$ cat src/rtl/dmem_arb_pkg.sv
// Shared types and constants for the data-memory arbiter between the CPU MEM stage and the host port.
package dmem_arb_pkg;

    typedef enum logic [1:0] {
        IDLE  = 2'd0,
        PEND  = 2'd1,
        FORCE = 2'd2,
        ACK   = 2'd3
    } arb_state_t;

    // Byte-select encoding: 00 byte, 01 half, 10 word.
    localparam logic [1:0] BYTESEL_WORD = 2'b10;

    localparam int CNT_W = 4;

endpackage

$ cat src/rtl/arb_starve_counter.sv
// Saturating count of blocked host cycles; flags when the host has waited STARVE_LIMIT cycles.
module arb_starve_counter
    import dmem_arb_pkg::*;
#(
    parameter int STARVE_LIMIT = 8
) (
    input  logic clk,
    input  logic rst,
    input  logic clr,
    input  logic inc,
    output logic limit
);

    logic [CNT_W-1:0] count;

    always_ff @(posedge clk or posedge rst) begin
        if (rst) begin
            count <= '0;
        end else if (clr) begin
            count <= '0;
        end else if (inc && (count != {CNT_W{1'b1}})) begin
            count <= count + 1'b1;
        end
    end

    assign limit = (count == CNT_W'(STARVE_LIMIT - 1));

endmodule

$ cat src/rtl/dmem_arbiter.sv
// Data-memory port arbiter: CPU has priority, host uses idle cycles.
// Optional starvation guard (forced one-cycle stall) enabled by defining DMEM_ARB_STARVE_EN.
module dmem_arbiter
    import dmem_arb_pkg::*;
#(
    parameter int STARVE_LIMIT = 8,
    parameter int ADDR_W       = 32,
    parameter int DATA_W       = 32
) (
    input  logic              Clock,
    input  logic              Reset,
    input  logic              CPU_MemRead,
    input  logic              CPU_MemWrite,
    input  logic [ADDR_W-1:0] CPU_Address,
    input  logic [DATA_W-1:0] CPU_WriteData,
    input  logic [1:0]        CPU_ByteSel,
    output logic [DATA_W-1:0] CPU_ReadData,
    output logic              Stall,
    input  logic              Host_Req,
    input  logic              Host_We,
    input  logic [ADDR_W-1:0] Host_Address,
    input  logic [DATA_W-1:0] Host_WriteData,
    output logic              Host_Ack,
    output logic [DATA_W-1:0] Host_ReadData,
    output logic              Mem_Read,
    output logic              Mem_Write,
    output logic [ADDR_W-1:0] Mem_Address,
    output logic [DATA_W-1:0] Mem_WriteData,
    output logic [1:0]        Mem_ByteSel,
    input  logic [DATA_W-1:0] Mem_ReadData
);

    if (STARVE_LIMIT < 1 || STARVE_LIMIT > 15) begin : g_bad_limit
        $error("dmem_arbiter: STARVE_LIMIT must be within 1..15");
    end

    arb_state_t state, next_state;
    logic       cpu_busy;
    logic       host_grant;
    logic       starve_hit;
    logic       unused_addr_lsb;

    assign cpu_busy        = CPU_MemRead | CPU_MemWrite;
    assign unused_addr_lsb = ^Host_Address[1:0];

`ifdef DMEM_ARB_STARVE_EN
    arb_starve_counter #(
        .STARVE_LIMIT(STARVE_LIMIT)
    ) u_starve (
        .clk  (Clock),
        .rst  (Reset),
        .clr  (next_state != PEND),
        .inc  ((state == PEND) && cpu_busy && Host_Req),
        .limit(starve_hit)
    );
    assign Stall = (state == FORCE);
`else
    assign starve_hit = 1'b0;
    assign Stall      = 1'b0;
`endif

    always_ff @(posedge Clock or posedge Reset) begin
        if (Reset) begin
            state <= IDLE;
        end else begin
            state <= next_state;
        end
    end

    // A dropped request beats a grant; an active CPU beats the host unless the guard fires.
    always_comb begin
        next_state = state;
        host_grant = 1'b0;
        case (state)
            IDLE: begin
                if (Host_Req) next_state = PEND;
            end
            PEND: begin
                if (!Host_Req) begin
                    next_state = IDLE;
                end else if (!cpu_busy) begin
                    next_state = ACK;
                    host_grant = 1'b1;
                end else if (starve_hit) begin
                    next_state = FORCE;
                end
            end
            FORCE: begin
                next_state = ACK;
                host_grant = 1'b1;
            end
            ACK: begin
                next_state = IDLE;
            end
            default: begin
                next_state = IDLE;
            end
        endcase
    end

    always_comb begin
        Mem_Read      = CPU_MemRead;
        Mem_Write     = CPU_MemWrite;
        Mem_Address   = CPU_Address;
        Mem_WriteData = CPU_WriteData;
        Mem_ByteSel   = CPU_ByteSel;
        CPU_ReadData  = Mem_ReadData;
        if (host_grant) begin
            Mem_Read      = ~Host_We;
            Mem_Write     = Host_We;
            Mem_Address   = {Host_Address[ADDR_W-1:2], 2'b00};
            Mem_WriteData = Host_WriteData;
            Mem_ByteSel   = BYTESEL_WORD;
            CPU_ReadData  = '0;
        end
    end

    always_ff @(posedge Clock or posedge Reset) begin
        if (Reset) begin
            Host_Ack      <= 1'b0;
            Host_ReadData <= '0;
        end else begin
            Host_Ack <= (next_state == ACK);
            if (host_grant && !Host_We) begin
                Host_ReadData <= Mem_ReadData;
            end
        end
    end

endmodule

$ cat config.mk
export PLATFORM = sky130hd
export DESIGN_NAME = dmem_arbiter
export DESIGN_NICKNAME = d
export VERILOG_FILES = /design/src/rtl/dmem_arb_pkg.sv /design/src/rtl/arb_starve_counter.sv /design/src/rtl/dmem_arbiter.sv
export SDC_FILE = /design/constraint.sdc
export NUM_CORES = 1
export LEC_CHECK = 0
export BUFFER_PORTS_ARGS = -buffer_cell sky130_fd_sc_hd__buf_2
export CORE_AREA = 2 2 116 118
export CTS_CLUSTER_SIZE = 28
export DETAILED_ROUTE_END_ITERATION = 10
export DIE_AREA = 0 0 118 120
export GPL_ROUTABILITY_DRIVEN = 1
export GPL_TIMING_DRIVEN = 1
export PLACE_DENSITY = 0.52
export SLEW_MARGIN = 40
export SYNTH_ARGS = -nofsm -noshare
export SYNTH_HDL_FRONTEND = slang
export SYNTH_SLANG_ARGS = --single-unit
$ cat constraint.sdc
create_clock -name Clock -period 2.1 [get_ports Clock]
set_clock_uncertainty 0.2 [all_clocks]
set_input_delay 0.105 -clock Clock [delete_from_list [all_inputs] [get_ports Clock]]
set_output_delay 0.105 -clock Clock [all_outputs]
set_load 0.005 [all_outputs]
==> After elaboration in Yosys (flattened, before gate mapping) <==
Index checks and enable logic that the tools add are counted.
{ "totals": {"register_bits": 35, "output_inout_bits": 134, "elab_cells": 25} }
{ "classes": {"eq_ne": 4, "n_mux": 13, "bitwise": 2, "reduce_logical": 3} }
{ "ops": {"columns": ["operator", "n"], "rows": [
  ["$mux W32", 3],
  ["$mux W2", 4],
  ["$pmux W2 S4", 1],
  ["$eq A2 B2 Y1 const B", 3],
  ["$mux W1", 4],
  ["$eq A2 B1 Y1 const B", 1],
  ["$logic_not A2 Y1", 1],
  ["$pmux W1 S2", 1],
  ["$logic_and A1 B1 Y1", 1],
  ["$logic_not A1 Y1", 1],
  ["$not A1 Y1", 1],
  ["$or A1 B1 Y1", 1]
]} }

==> Logic depth before layout (Yosys ltp) <==
{ "logic_depth": {"word_depth": 5, "depth_mapped": 7, "ltp_nobuf": 5} }

==> Worst setup path before layout <==
OpenSTA, ideal clock, no wires.
{ "synth_timing": {"path_kind": "reg-to-output", "startpoint": "register state[1]", "endpoint": "output Mem_WriteData[10]", "t_arrival_ns": 1.702, "required_ns": 1.795, "path_slack_ns": 0.093, "path_stages_with_launch": 7, "n_path_buf": 1, "cell_sequence": "dfrtp_1 inv_1 ha_1 and4bb_4 o21ai_4 buf_4 mux2_2"} }
{ "synth_via": {"elab_chain_cells": 3, "elab_cells_between_ends": 4, "cone_classes": "2 x eq/ne; 2 x mux"} }
{ "synth_lines": {"columns": ["element", "line_no", "source"], "rows": [
  ["start, declared", "dmem_arbiter.sv:37", "arb_state_t state, next_state;"],
  ["start signal, assigned", "dmem_arbiter.sv:66", "state <= next_state;"],
  ["$eq A2 B2 Y1 / $eq A2 B1 Y1 (equally long branches)", "dmem_arbiter.sv:74", "case (state)"],
  ["$pmux W1 S2 *", "dmem_arbiter.sv:74", null],
  ["$mux W32 *", "dmem_arbiter.sv:108", "if (host_grant) begin"],
  ["end, declared", "dmem_arbiter.sv:28", "output logic [DATA_W-1:0] Mem_WriteData,"]
]} }
Every way passes the cells marked *; elsewhere a longest branch is shown, timed or not.

==> Final worst setup path <==
{ "layout_timing": {"startpoint": "register state[0]", "endpoint": "output Mem_WriteData[16]"} }
Same word-level chain as after synthesis.

==> summary.txt <==
Run status
  • Status: finished, violations left
  • Failing checks: setup timing

Worst setup path
  • CP arrival: 2.04 ns
  • Crit path largest cell delay: 0.42 ns
  • Most frequent CP cell: buf_12
  • Slowest cell on crit path: dfrtp_1
  • R2r worst-path depth: 7
  • RR Endpoint: Host_ReadData[9]$_DFFE_PP0P_
  • Critical path, cell by cell: ha_4, and4bb_4, o21ai_4, buf_12, buf_12, mux2_2, buf_2
  • Crit. End Element: output pin
  • Startpoint Class: flip-flop
  • RR Startpoint: state[0]$_DFF_PP0_
  • Required @ worst endpoint: 1.79 ns
  • Max FO, Critical Path: 16
  • Crit Path Category: reg -> out
  • R2r setup slk: 0.04 ns

Power
  • Comb power frac: 53.1%
  • Sw power: 1.20 mW
  • Worst VDD drop: 0.000329 V
  • Sw Ratio: 30.2%
  • Internal: 2.77 mW
  • Pwr Density: 699 nW/um^2
  • Clock Power Share: 17.9%
  • Sequential share of power: 29.1%
  • Pleak: 3.15 nW

Synth
  • Syn nets: 379
  • Post-Syn Area: 2490 um^2
  • Syn avg cell area: 12.0 um^2
  • Post-synth top flop: dfrtp_1
  • EDFF count, synth: 0
  • Yosys cell types: 26
  • Syn Inst Count: 208
  • Async set-reset flop share out of synthesis: 100%
  • Yosys reg bits: 35
  • Synth Warn #: 0
  • Seq/Total Area, Yosys: 35.2%

Global route
  • Vias in the first global route: 3,314
  • Initial antenna violation count: 3
  • Largest net degree at the start of global routing: 36
  • First-pass GRT wire length: 18.6 mm
  • All-Layer GR Usage: 16.9%
  • Overflow after GRT: 0

Floorplan
  • Site Rows: 42
  • Core area: 13,000 um^2
  • Initial Util: 19.2%
  • Die height: 120 um
  • Die area: 14,200 um^2
  • Die W: 118 um
  • I/O Pins: 302

Min path
  • HP Class: in -> reg
  • Hold Path End: Host_Ack$_DFF_PP0_
  • Hold path startpoint: Host_Req
  • Worst Hold Depth: 4

Timing
  • Setup violations, final: 96
  • Hold slack final: 0.0409 ns
  • Fin crit period: 2.34 ns
  • Tcrit/Tclk final: 112%
  • Final Hold Vio Count: 0
  • Max Slew Vio Count: 0
  • Unrepaired setup endpoints after global routing: true
  • Fmax: 427 MHz
  • Final WS setup: -0.245 ns

Route
  • Vias per inst: 4.18
  • DRT Pass-1 Iters: 4
  • Vias: 3,099
  • Routed WL per cell: 17.9 um
  • Drt total wl: 13.3 mm
  • # DRC: 0
  • Routed Antenna Nets: 0
  • Starting DRT DRC Count: 95

Run
  • Max cap viols: 0

Placed design
  • Final RePlAce weighted congestion: 0.816
  • DP HPWL: 9.24 mm
  • # port buffers: 298

Cells and area
  • Post-layout util: 43.7%
  • Layout cells sized above 1: 78.4%
  • Area added between synthesis and finish: 128%
  • Fin nets: 735

Clocking
  • Clock insertion delay at the later pin of the skew report: 0.27 ns
  • CTS root buf: clkbuf_16
  • CTS sink count: 35
  • H-Tree Depth: 2
  • Cts bufs inserted: 5
  • CTS tree: yes
  • Clock-pin slew on the worst setup and hold paths: 0.06 ns
  • Clock buffer depth: 2
cell usage after synthesis (2+ instances only):
| library cell | count | area (um^2) |
|---|---|---|
| and2_1 | 35 | 219 |
| dfrtp_1 | 35 | 876 |
| buf_6 | 8 | 90.1 |
| mux2_1 | 2 | 22.5 |
| nand2_1 | 3 | 11.3 |
| buf_4 | 3 | 22.5 |
| mux2_2 | 93 | 1050 |
| clkbuf_1 | 2 | 7.51 |
| nor2_1 | 2 | 7.51 |
| a21oi_1 | 2 | 10.0 |
| inv_1 | 5 | 18.8 |
| ha_1 | 3 | 37.5 |
| clkbuf_2 | 2 | 10.0 |
per-stage QoR:
step           setup TNS [ns]  std cells  instance area [um^2]  total power [mW]  worst slack, ns
6_report               -19.23        742                  5670              3.97           -0.245
5_1_grt                -25.93        742                  5670              4.22           -0.310
4_1_cts                -21.58        731                  5240              3.78           -0.281
3_5_place_dp           -0.218        680                  4220              2.72          -0.0306
3_3_place_gp                0        680                  4220              2.69           0.0129
2_1_floorplan               0        208                  2490              1.88           0.0928
worst max-delay path by stage:
stage                            start           endpoint  depth (start not counted)
global placement    state[0]$_DFF_PP0_    Mem_Address[16]                          6
global route        state[0]$_DFF_PP0_  Mem_WriteData[16]                          7
detailed placement  state[0]$_DFF_PP0_  Mem_WriteData[10]                          6
finish              state[0]$_DFF_PP0_  Mem_WriteData[16]                          7
floorplan           state[1]$_DFF_PP0_  Mem_WriteData[10]                          6
CTS                 state[0]$_DFF_PP0_  Mem_WriteData[10]                          7
repair_timing:
| item | in CTS | in global routing |
|---|---|---|
| resized for setup | 80 | 65 |
| pin swaps | 1 | 4 |
| endpoints found under the setup margin | 96 | 131 |
| setup buffers | 4 | 5 |
| hold buffers | 35 | 0 |
| endpoints found under the hold margin | 69 | 0 |
| cloned | 4 | 6 |
area by class of cell:
class | instances | area (um^2)
diodes | 1 | 2.50
well taps | 176 | 220
repair buffers | 364 | 2670
fillers | 1281 | 7310
inverters | 5 | 18.8
clock buffers | 7 | 133
clock inverters | 1 | 5.00
flip-flops and latches | 35 | 876
multi-input cells | 153 | 1750
layer usage:
| layer | track usage [%] | part of all wire [%] | vias to the layer above |
|---|---|---|---|
| met4 | 3.92 | 1.5 | 2 |
| met3 | 5.99 | 8.2 | 16 |
| met5 | 0 | 0.083 | - |
| met1 | 17.8 | 36 | 1479 |
| met2 | 32.1 | 54 | 161 |
| li1 | - | - | 1441 |
cell families (layout without fill, tap and decap cells):
logic type,count (synthesis),after routing,synth area share [%]
mux,95,95,42.9
buf+inv,20,377,5.98
flops,35,35,35.2
compound gates,10,10,3.37
simple gates,44,44,10.9
fa+ha+maj,3,3,1.51
other cells,1,2,0.151
critical path: cells and delay by family, from the launching register on:
family / cells / cell delay [ns]
mux: 1 / 0.35
fa+ha+maj: 1 / 0.18
flops: 1 / 0.42
compound gates: 1 / 0.14
buf+inv: 3 / 0.46
simple gates: 1 / 0.20
layout by cell type (no fill, tap or decap), types with 2 or more instances in the layout:
cell type | synthesis | layout
o21ai_4 | 1 | 2
and2_4 | 0 | 5
inv_2 | 0 | 2
nor2_1 | 2 | 2
buf_12 | 0 | 6
clkbuf_1 | 2 | 2
buf_4 | 3 | 13
inv_1 | 5 | 3
dfrtp_1 | 35 | 35
buf_16 | 0 | 3
clkbuf_16 | 0 | 10
buf_6 | 8 | 58
buf_8 | 0 | 2
mux2_2 | 93 | 35
mux2_4 | 0 | 59
a21oi_1 | 2 | 2
buf_2 | 0 | 242
nand2_1 | 3 | 3
ha_4 | 0 | 2
and2_1 | 35 | 30
dlygate4sd3_1 | 0 | 35
sequential cells by signal, summed over array words and instances, names as in the netlist:
name,cells
Host_Ack,1
Host_ReadData,32
state,2
power groups by stage:
stage               clock network [mW]  logic, mW  registers [mW]
CTS                              0.734       1.90            1.15
global route                     0.767       2.26            1.20
global placement                     0       1.55            1.14
finish                           0.708       2.10            1.15
detailed placement                   0       1.58            1.15
floorplan                            0      0.697            1.19
(Power assumes the default switching activity.)
